--- src/rtl/mouse_joy_port.sv ---
// mouse_joy_port: BK 177714 read value for joystick / PS2 mouse.
// Mouse deltas accumulate into sticky direction bits cleared by CPU writes.
module mouse_joy_port #(
  parameter int THRESH = 4,
  parameter int ACC_W  = 11
) (
  input  logic        wb_clk_i,
  input  logic        wb_rst_i,
  input  logic        wr_stb,
  input  logic [1:0]  wr_sel,
  input  logic [15:0] wr_data,
  input  logic [7:0]  mouse_counter,
  input  logic [8:0]  pointer_dx,
  input  logic [8:0]  pointer_dy,
  input  logic        left_btn,
  input  logic        right_btn,
  input  logic [7:0]  joystick,
  output logic [15:0] port_data,
  output logic        mouse_mode
);
  typedef logic signed [ACC_W-1:0] acc_t;

  logic [7:0]  last_cnt_q, last_cnt_d;
  logic        pkt_v_q, pkt_v_d;
  logic [8:0]  dx_q, dx_d;
  logic [8:0]  dy_q, dy_d;
  acc_t        acc_x_q, acc_x_d;
  acc_t        acc_y_q, acc_y_d;
  acc_t        base_x, base_y;
  logic [3:0]  dir_q, dir_d;
  logic        en_q, en_d;
  logic        mode_q, mode_d;
  logic [15:0] port_q, port_d;
  logic        wr, cnt_chg;
  logic        lat_u, lat_dn, lat_r, lat_l;
  logic        blk_y, blk_x;
  logic        unused_ok;

  // Add a 9-bit delta and clamp on overflow instead of wrapping
  function automatic acc_t sat_add(input acc_t a, input logic [8:0] d);
    logic [ACC_W:0] s;
    s = {a[ACC_W-1], a} + {{(ACC_W-8){d[8]}}, d};
    if (s[ACC_W] != s[ACC_W-1])
      return {s[ACC_W], {(ACC_W-1){~s[ACC_W]}}};
    return s[ACC_W-1:0];
  endfunction

  assign wr      = wr_stb & wr_sel[0];
  assign cnt_chg = mouse_counter != last_cnt_q;

  assign blk_y  = dir_q[0] | dir_q[2];
  assign blk_x  = dir_q[1] | dir_q[3];
  assign lat_u  = ~blk_y & (int'(acc_y_q) >= THRESH);
  assign lat_dn = ~blk_y & (int'(acc_y_q) <= -THRESH);
  assign lat_r  = ~blk_x & (int'(acc_x_q) >= THRESH);
  assign lat_l  = ~blk_x & (int'(acc_x_q) <= -THRESH);

  assign unused_ok = ^{wr_sel[1], wr_data[15:4], wr_data[2:0]};

  // Capture, accumulate, latch and output selection
  always_comb begin
    last_cnt_d = mouse_counter;
    pkt_v_d    = cnt_chg & ~wr;
    dx_d       = cnt_chg ? pointer_dx : dx_q;
    dy_d       = cnt_chg ? pointer_dy : dy_q;
    en_d       = wr ? wr_data[3] : en_q;
    mode_d     = mode_q;
    if (joystick != '0)
      mode_d = 1'b0;
    else if (cnt_chg)
      mode_d = 1'b1;
    base_x  = (lat_r | lat_l) ? '0 : acc_x_q;
    base_y  = (lat_u | lat_dn) ? '0 : acc_y_q;
    acc_x_d = base_x;
    acc_y_d = base_y;
    if (pkt_v_q & en_q) begin
      acc_x_d = sat_add(base_x, dx_q);
      acc_y_d = sat_add(base_y, dy_q);
    end
    dir_d = dir_q | {lat_l, lat_dn, lat_r, lat_u};
    if (wr) begin
      dir_d   = '0;
      acc_x_d = '0;
      acc_y_d = '0;
    end
    if (mode_d)
      port_d = {9'b0, right_btn, left_btn, 1'b0, dir_q};
    else
      port_d = {8'b0, joystick};
  end

  // State registers; counter snapshot on reset avoids a phantom packet
  always_ff @(posedge wb_clk_i) begin
    if (wb_rst_i) begin
      last_cnt_q <= mouse_counter;
      pkt_v_q    <= 1'b0;
      dx_q       <= '0;
      dy_q       <= '0;
      acc_x_q    <= '0;
      acc_y_q    <= '0;
      dir_q      <= '0;
      en_q       <= 1'b0;
      mode_q     <= 1'b0;
      port_q     <= '0;
    end else begin
      last_cnt_q <= last_cnt_d;
      pkt_v_q    <= pkt_v_d;
      dx_q       <= dx_d;
      dy_q       <= dy_d;
      acc_x_q    <= acc_x_d;
      acc_y_q    <= acc_y_d;
      dir_q      <= dir_d;
      en_q       <= en_d;
      mode_q     <= mode_d;
      port_q     <= port_d;
    end
  end

  assign port_data  = port_q;
  assign mouse_mode = mode_q;

endmodule

--- config.mk ---
export PLATFORM = sky130hd
export DESIGN_NAME = mouse_joy_port
export DESIGN_NICKNAME = d
export VERILOG_FILES = /design/src/rtl/mouse_joy_port.sv
export SDC_FILE = /design/constraint.sdc
export NUM_CORES = 1
export LEC_CHECK = 0
export CORE_MARGIN = 1.5
export CORE_UTILIZATION = 51
export DETAILED_ROUTE_END_ITERATION = 12
export GPL_ROUTABILITY_DRIVEN = 1
export GPL_TIMING_DRIVEN = 0
export PLACE_DENSITY = 0.77
export SYNTH_ARGS = -nofsm -noshare
export SYNTH_HDL_FRONTEND = slang
export SYNTH_SLANG_ARGS = --single-unit
--- constraint.sdc ---
create_clock -name wb_clk_i -period 5 [get_ports wb_clk_i]
set_input_delay 1 -clock wb_clk_i [delete_from_list [all_inputs] [get_ports wb_clk_i]]
set_output_delay 1 -clock wb_clk_i [all_outputs]
set_load 0.02 [all_outputs]
# Yosys cells after proc, flatten, opt, wreduce, memory -nomap -nowiden
# Cells that the tools add are included.
dict set report classes {
  reduce_logical 3
  n_addsub 2
  mux 15
  order_cmp 4
  bitwise_logic 17
  eq_ne 3
}
# cell n
set op_table {}
lappend op_table {{$mux 11} 8}
lappend op_table {{$add 11x9->12} 2}
lappend op_table {{$ge 11x4->1 const B} 2}
lappend op_table {{$le 11x3->1 const B} 2}
lappend op_table {{$ne 8x8->1} 1}
lappend op_table {{$reduce_bool 8->1} 1}
lappend op_table {{$and 1x1->1} 7}
lappend op_table {{$mux 7} 1}
lappend op_table {{$mux 1} 6}
lappend op_table {{$not 1->1} 5}
lappend op_table {{$or 1x1->1} 4}
lappend op_table {{$or 4x4->4} 1}
lappend op_table {{$reduce_or 2->1} 2}
lappend op_table {{$ne 1x1->1} 2}
dict set report word_totals {
  register_bits 71
  wordCells 55
  output_inout_bits 17
}

# Longest topological paths before layout
# Gate-level depths: netlist of run 1.
dict set report depth {
  word_depth 11
  mapped_depth 16
  ltp_nobuf 14
}

# Worst setup path before layout of run 1
# OpenSTA, ideal clock, no wires.
dict set report synth_timing {
  path_type {register -> register}
  start {register acc_x_q[3]}
  end {register acc_x_q[0]}
  synth_period_minus_slack_ns 3.608
  path_slack_ns 1.392
  stages_incl_launch_ff 16
  arrival_time_ns 3.486
  setup_ns 0.122
  t_required_ns 4.878
  cell_sequence {dfxtp_1 > nor4_1 > nand2_1 > nor2_1 > a2111oi_0 > clkbuf_1 > nor2b_1 > ha_1 > fa_1 > a21o_1 > a221o_2 > a21oi_2 > o32ai_2 > o31a_1 > buf_6 > a221o_1}
}
dict set report synth_between {
  elab_chain_len 10
}
# item line
set synth_lines {}
lappend synth_lines {{start, declared} 27} ;# acc_t acc_x_q, acc_x_d;
lappend synth_lines {{start signal, assigned} 99} ;# acc_x_q <= '0;
lappend synth_lines {{start signal, assigned} 110} ;# acc_x_q <= acc_x_d;
lappend synth_lines {{$ge 11x4->1 or $le 11x3->1 (tied branches)} {55, 56}}
lappend synth_lines {{$and 1x1->1, on equally long branches} {55, 56}}
lappend synth_lines {{$or 1x1->1} 72} ;# base_x = (lat_r | lat_l) ? '0 : acc_x_q;
lappend synth_lines {{$mux 11 *} 72}
lappend synth_lines {{$add 11x9->12} 42} ;# s = {a[ACC_W-1], a} + {{(ACC_W-8){d[8]}}, d};
lappend synth_lines {{$ne 1x1->1} 43} ;# if (s[ACC_W] != s[ACC_W-1])
lappend synth_lines {{$mux 1} 43}
lappend synth_lines {{$mux 1} 76} ;# if (pkt_v_q & en_q) begin
lappend synth_lines {{$mux 11} 45} ;# return s[ACC_W-1:0];
lappend synth_lines {{$mux 11 *} 76}
# Mark *: on every way between the ends. The rest lies on a longest branch, timed or not. The select of a mux whose other input is x is not followed.
# A chain may end at the register's enable or synchronous reset.

# Final worst setup path of run 1
dict set report layout_timing {
  start {register acc_y_q[7]}
  end {register acc_y_q[2]}
}
dict set report layout_between {
  elab_chain_len 10
}
# item line
set layout_lines {}
lappend layout_lines {{start, declared} 28} ;# acc_t acc_y_q, acc_y_d;
lappend layout_lines {{start signal, assigned} 111} ;# acc_y_q <= acc_y_d;
lappend layout_lines {{$ge 11x4->1 or $le 11x3->1 (tied branches)} {53, 54}}
lappend layout_lines {{$and 1x1->1, on equally long branches} {53, 54}}
lappend layout_lines {{$or 1x1->1} 73} ;# base_y = (lat_u | lat_dn) ? '0 : acc_y_q;
lappend layout_lines {{$mux 11 *} 73}
lappend layout_lines {{$add 11x9->12} 42}
lappend layout_lines {{$ne 1x1->1} 43}
lappend layout_lines {{$mux 1} 43}
lappend layout_lines {{$mux 1} 76}
lappend layout_lines {{$mux 11} 45}
lappend layout_lines {{$mux 11 *} 76}
# Marked as above.

==> impl_metrics.yaml, run 1 <==
clocking:
  clk_path_buf_depth: 2
  clk_pin_slew_ps: 70
  post_cts_buffers: 0
  clock-sinks: 63
  clock_latency_ps: 350
  cts_made_buffers: 9
  cts-root-buf: "clkbuf_8"
  cts_resized: 0
  htree_num_levels: 3
  hold_buffers: 0
  cts_tree: "yes"
setup_path:
  ff2ff_path_depth: 15
  max_stage_delay_ps: 560
  required_ps: 5240
  timing.rr.end: "acc_y_q[2]$_SDFF_PP0_"
  timing.rr.start: "acc_y_q[7]$_SDFF_PP0_"
  crit_path_end_kind: "flop"
  critPathSlowestCell: "a2111oi_0"
  r2r_slack_ps: 730
  worstSetupStartpointType: "flop"
  crit_arrival_ps: 4500
  cp_max_fo: 10
  crit_type: "reg -> reg"
  path_cells: "nor4_1 > nand2_1 > nor2_1 > a2111oi_0 > clkbuf_1 > nor2b_1 > ha_1 > fa_1 > a21oi_2 > o221ai_1 > a31o_2 > a21oi_2 > xor2_2 > nand2_1 > a221o_1"
yosys:
  yosysWarnings: 0
  synth_most_common_cell: "dfxtp_1"
  synth_ff_type: "dfxtp_1"
  synthTopCellsByCount: "63 x dfxtp_1, 49 x nor2_1, 26 x a21oi_1, 25 x nor2b_1, 22 x ha_1"
  syn-cell-area_um2: 3400
  ys_ff_latch: 63
  postSynthAreaPerCell_um2: 9.19
  synth_cells: 370
  synthDistinctLibCells: 46
  synth-edff-count: 0
  ys_seq_area_frac: 0.371
  synthTopCellsByArea: "dfxtp_1 37%, ha_1 8.1%, mux2i_1 5.6%"
  synth_top_cell_by_area: "dfxtp_1"
  async_flop_share: 0
  synth_top_area_frac: 0.371
final_layout:
  drive_above_1_share: 0.0769
  area_delta_synth_final_pct: 23.8
  fill_cells: 538
  final_net_count: 518
  n_antenna_cell: 0
sta:
  relSlewSlack: 0.322
  rsz0062_at_grt: "no"
  fin_skew_ps: 8.41
  tightest_slew_ps: 1010
  drv_slew: 0
  hold_viol: 0
  finalCriticalPeriod_ps: 4270
  max_clock_freq_mhz: 234
  post-route-period-util: 0.853
  finalSetupTns_ps: 0
  setup_viol: 0
place:
  port_buffers: 49
  hpwl_um: 5750
  place.gp.congestion: 0.903
detailed_routing:
  via_count: 2874
  drtIter0Drc: 105
  wl_per_cell_um: 14.4
  totalWireLength_um: 7480
  viasPerCell: 5.54
  drt-pass1-iter-count: 5
  drc: 0
  antenna_left: 0
pwr:
  p_clk_frac: 0.397
  power_switching_w: 0.000291
  switching_share: 0.262
  p_total_w: 0.00111
  ir_drop_v: 0.000197
  p_per_area_nw_per_um2: 264
  static-leakage-power_nw: 1.89
  p_int_w: 0.000820
  p_comb_frac: 0.125
  pwr-share-seq: 0.478
min_path:
  hold_end: "acc_y_q[1]$_SDFF_PP0_"
  worstHoldStart: "acc_y_q[1]$_SDFF_PP0_"
  hold_path_depth: 2
  hold_path_class: "reg -> reg"
die:
  die_h_um: 84.6
  coreArea_um2: 6390
  pin_count: 74
  dieArea_um2: 7160
  placementRows: 29
  die_w_um: 84.6
  start_util: 0.532
grt:
  track_usage: 0.221
  grt_pass1_vias: 2848
  grt_pass1_wl_um: 12900
  antenna_found_initial: 0
  grt-ovfl-total: 0
  grt_max_degree: 13
outcome:
  status: "completed"
run:
  max-cap-violations: 0
## cells in the final DEF (no fill, tap or decap), types with 3 or more instances in the layout
master	instances
dfxtp_1	63
nor2_1	49
clkdlybuf4s50_1	49
a21oi_1	26
nor2b_1	25
ha_1	22
mux2i_1	19
a221o_1	16
xor2_1	13
nand2_1	12
nor4_1	10
inv_1	10
o21ai_0	10
xnor2_1	9
clkbuf_8	9
nor3_1	8
clkbuf_1	8
buf_4	8
conb_1	8
nand3_1	5
nand4_1	4
a21o_1	4
nand2b_1	4
maj3_1	4
o31a_1	3
a21oi_2	3
o21bai_1	3
nor3b_1	3
clkinv_4	3
## worst max path at each step
stage                                from                     to  cells after the start
finish              acc_y_q[7]$_SDFF_PP0_  acc_y_q[2]$_SDFF_PP0_                     15
global route        acc_y_q[7]$_SDFF_PP0_  acc_y_q[2]$_SDFF_PP0_                     15
CTS                 acc_y_q[7]$_SDFF_PP0_  acc_y_q[2]$_SDFF_PP0_                     15
detailed placement  acc_y_q[7]$_SDFF_PP0_  acc_y_q[2]$_SDFF_PP0_                     15
global placement    acc_y_q[7]$_SDFF_PP0_  acc_y_q[2]$_SDFF_PP0_                     15
floorplan           acc_x_q[3]$_SDFF_PP0_  acc_x_q[0]$_SDFF_PP0_                     15
## metal layers
layer	up-vias	wire, um	global-route usage
li1	1465	-	-
met1	1347	3360	0.261
met2	49	3730	0.388
met3	13	284	0.0678
met4	0	108	0.0630
met5	-	0	0
## sequential cells by signal, summed over array words and instances (netlist names)
name and flops:
mouse_mode 1, dir_q 4, dx_q 9, acc_x_q 11
acc_y_q 11, last_cnt_q 8, dy_q 9, pkt_v_q 1
port_data 8, en_q 1
## per-stage QoR
step / setup WS (ps) / hold slack (ps) / area, um^2 / std cells / util
2_1_floorplan: 1390 / 432 / 3430 / 377 / -
3_3_place_gp: 887 / 452 / 4010 / 503 / 0.628
3_5_place_dp: 735 / 464 / 4010 / 503 / 0.628
4_1_cts: 712 / 477 / 4210 / 519 / 0.659
5_1_grt: 392 / 510 / 4210 / 519 / 0.659
6_report: 735 / 480 / 4210 / 519 / 0.659
## layout make-up
class	count	area (um^2)	share of cell area
clock inverters	7	73.8	0.0175
multi-input cells	286	2020	0.480
plain buffers	18	106	0.0253
clock buffers	9	124	0.0294
well taps	77	96.3	0.0229
repair buffers	49	490	0.116
flip-flops and latches	63	1260	0.300
inverters	10	37.5	0.00892
## worst max-delay path: cells and delay by family (launching register included)
family / cells / cell delay [ps]
AOI/OAI and AO/OA: 6 / 1800
xor gates and xnor gates: 1 / 340
adders and majority gates: 2 / 660
buffers and inverters: 1 / 410
DFF: 1 / 400
and+or+nand+nor: 5 / 520
## power groups by stage
stage / combinational, W / sequential (W) / clock [W]
CTS: 0.000139 / 0.000531 / 0.000447
floorplan: 0.0000769 / 0.000544 / 0
global route: 0.000152 / 0.000533 / 0.000468
global placement: 0.000134 / 0.000542 / 0
detailed placement: 0.000138 / 0.000543 / 0
finish: 0.000138 / 0.000531 / 0.000441
## cells by family after synthesis
family          count (synthesis)  synth area share
mux                            19            0.0559
fa+ha+maj                      28             0.105
simple gates                  123             0.178
flops                          63             0.371
other cells                     1           0.00110
xor+xnor                       23            0.0615
compound gates                 85             0.186
buf+inv                        28            0.0423
No activity file was read; power rests on OpenSTA's default activity.
==> run 2, diff against run 1 <==
--- a/config.mk
+++ b/config.mk
@@ -5,6 +5,7 @@
 export SDC_FILE = /design/constraint.sdc
 export NUM_CORES = 1
 export LEC_CHECK = 0
+export CAP_MARGIN = 20
 export CORE_MARGIN = 1.5
 export CORE_UTILIZATION = 51
 export DETAILED_ROUTE_END_ITERATION = 12
==> results of run 2 <==
The final DEF is identical to that of run 1; final timing and power are the same.
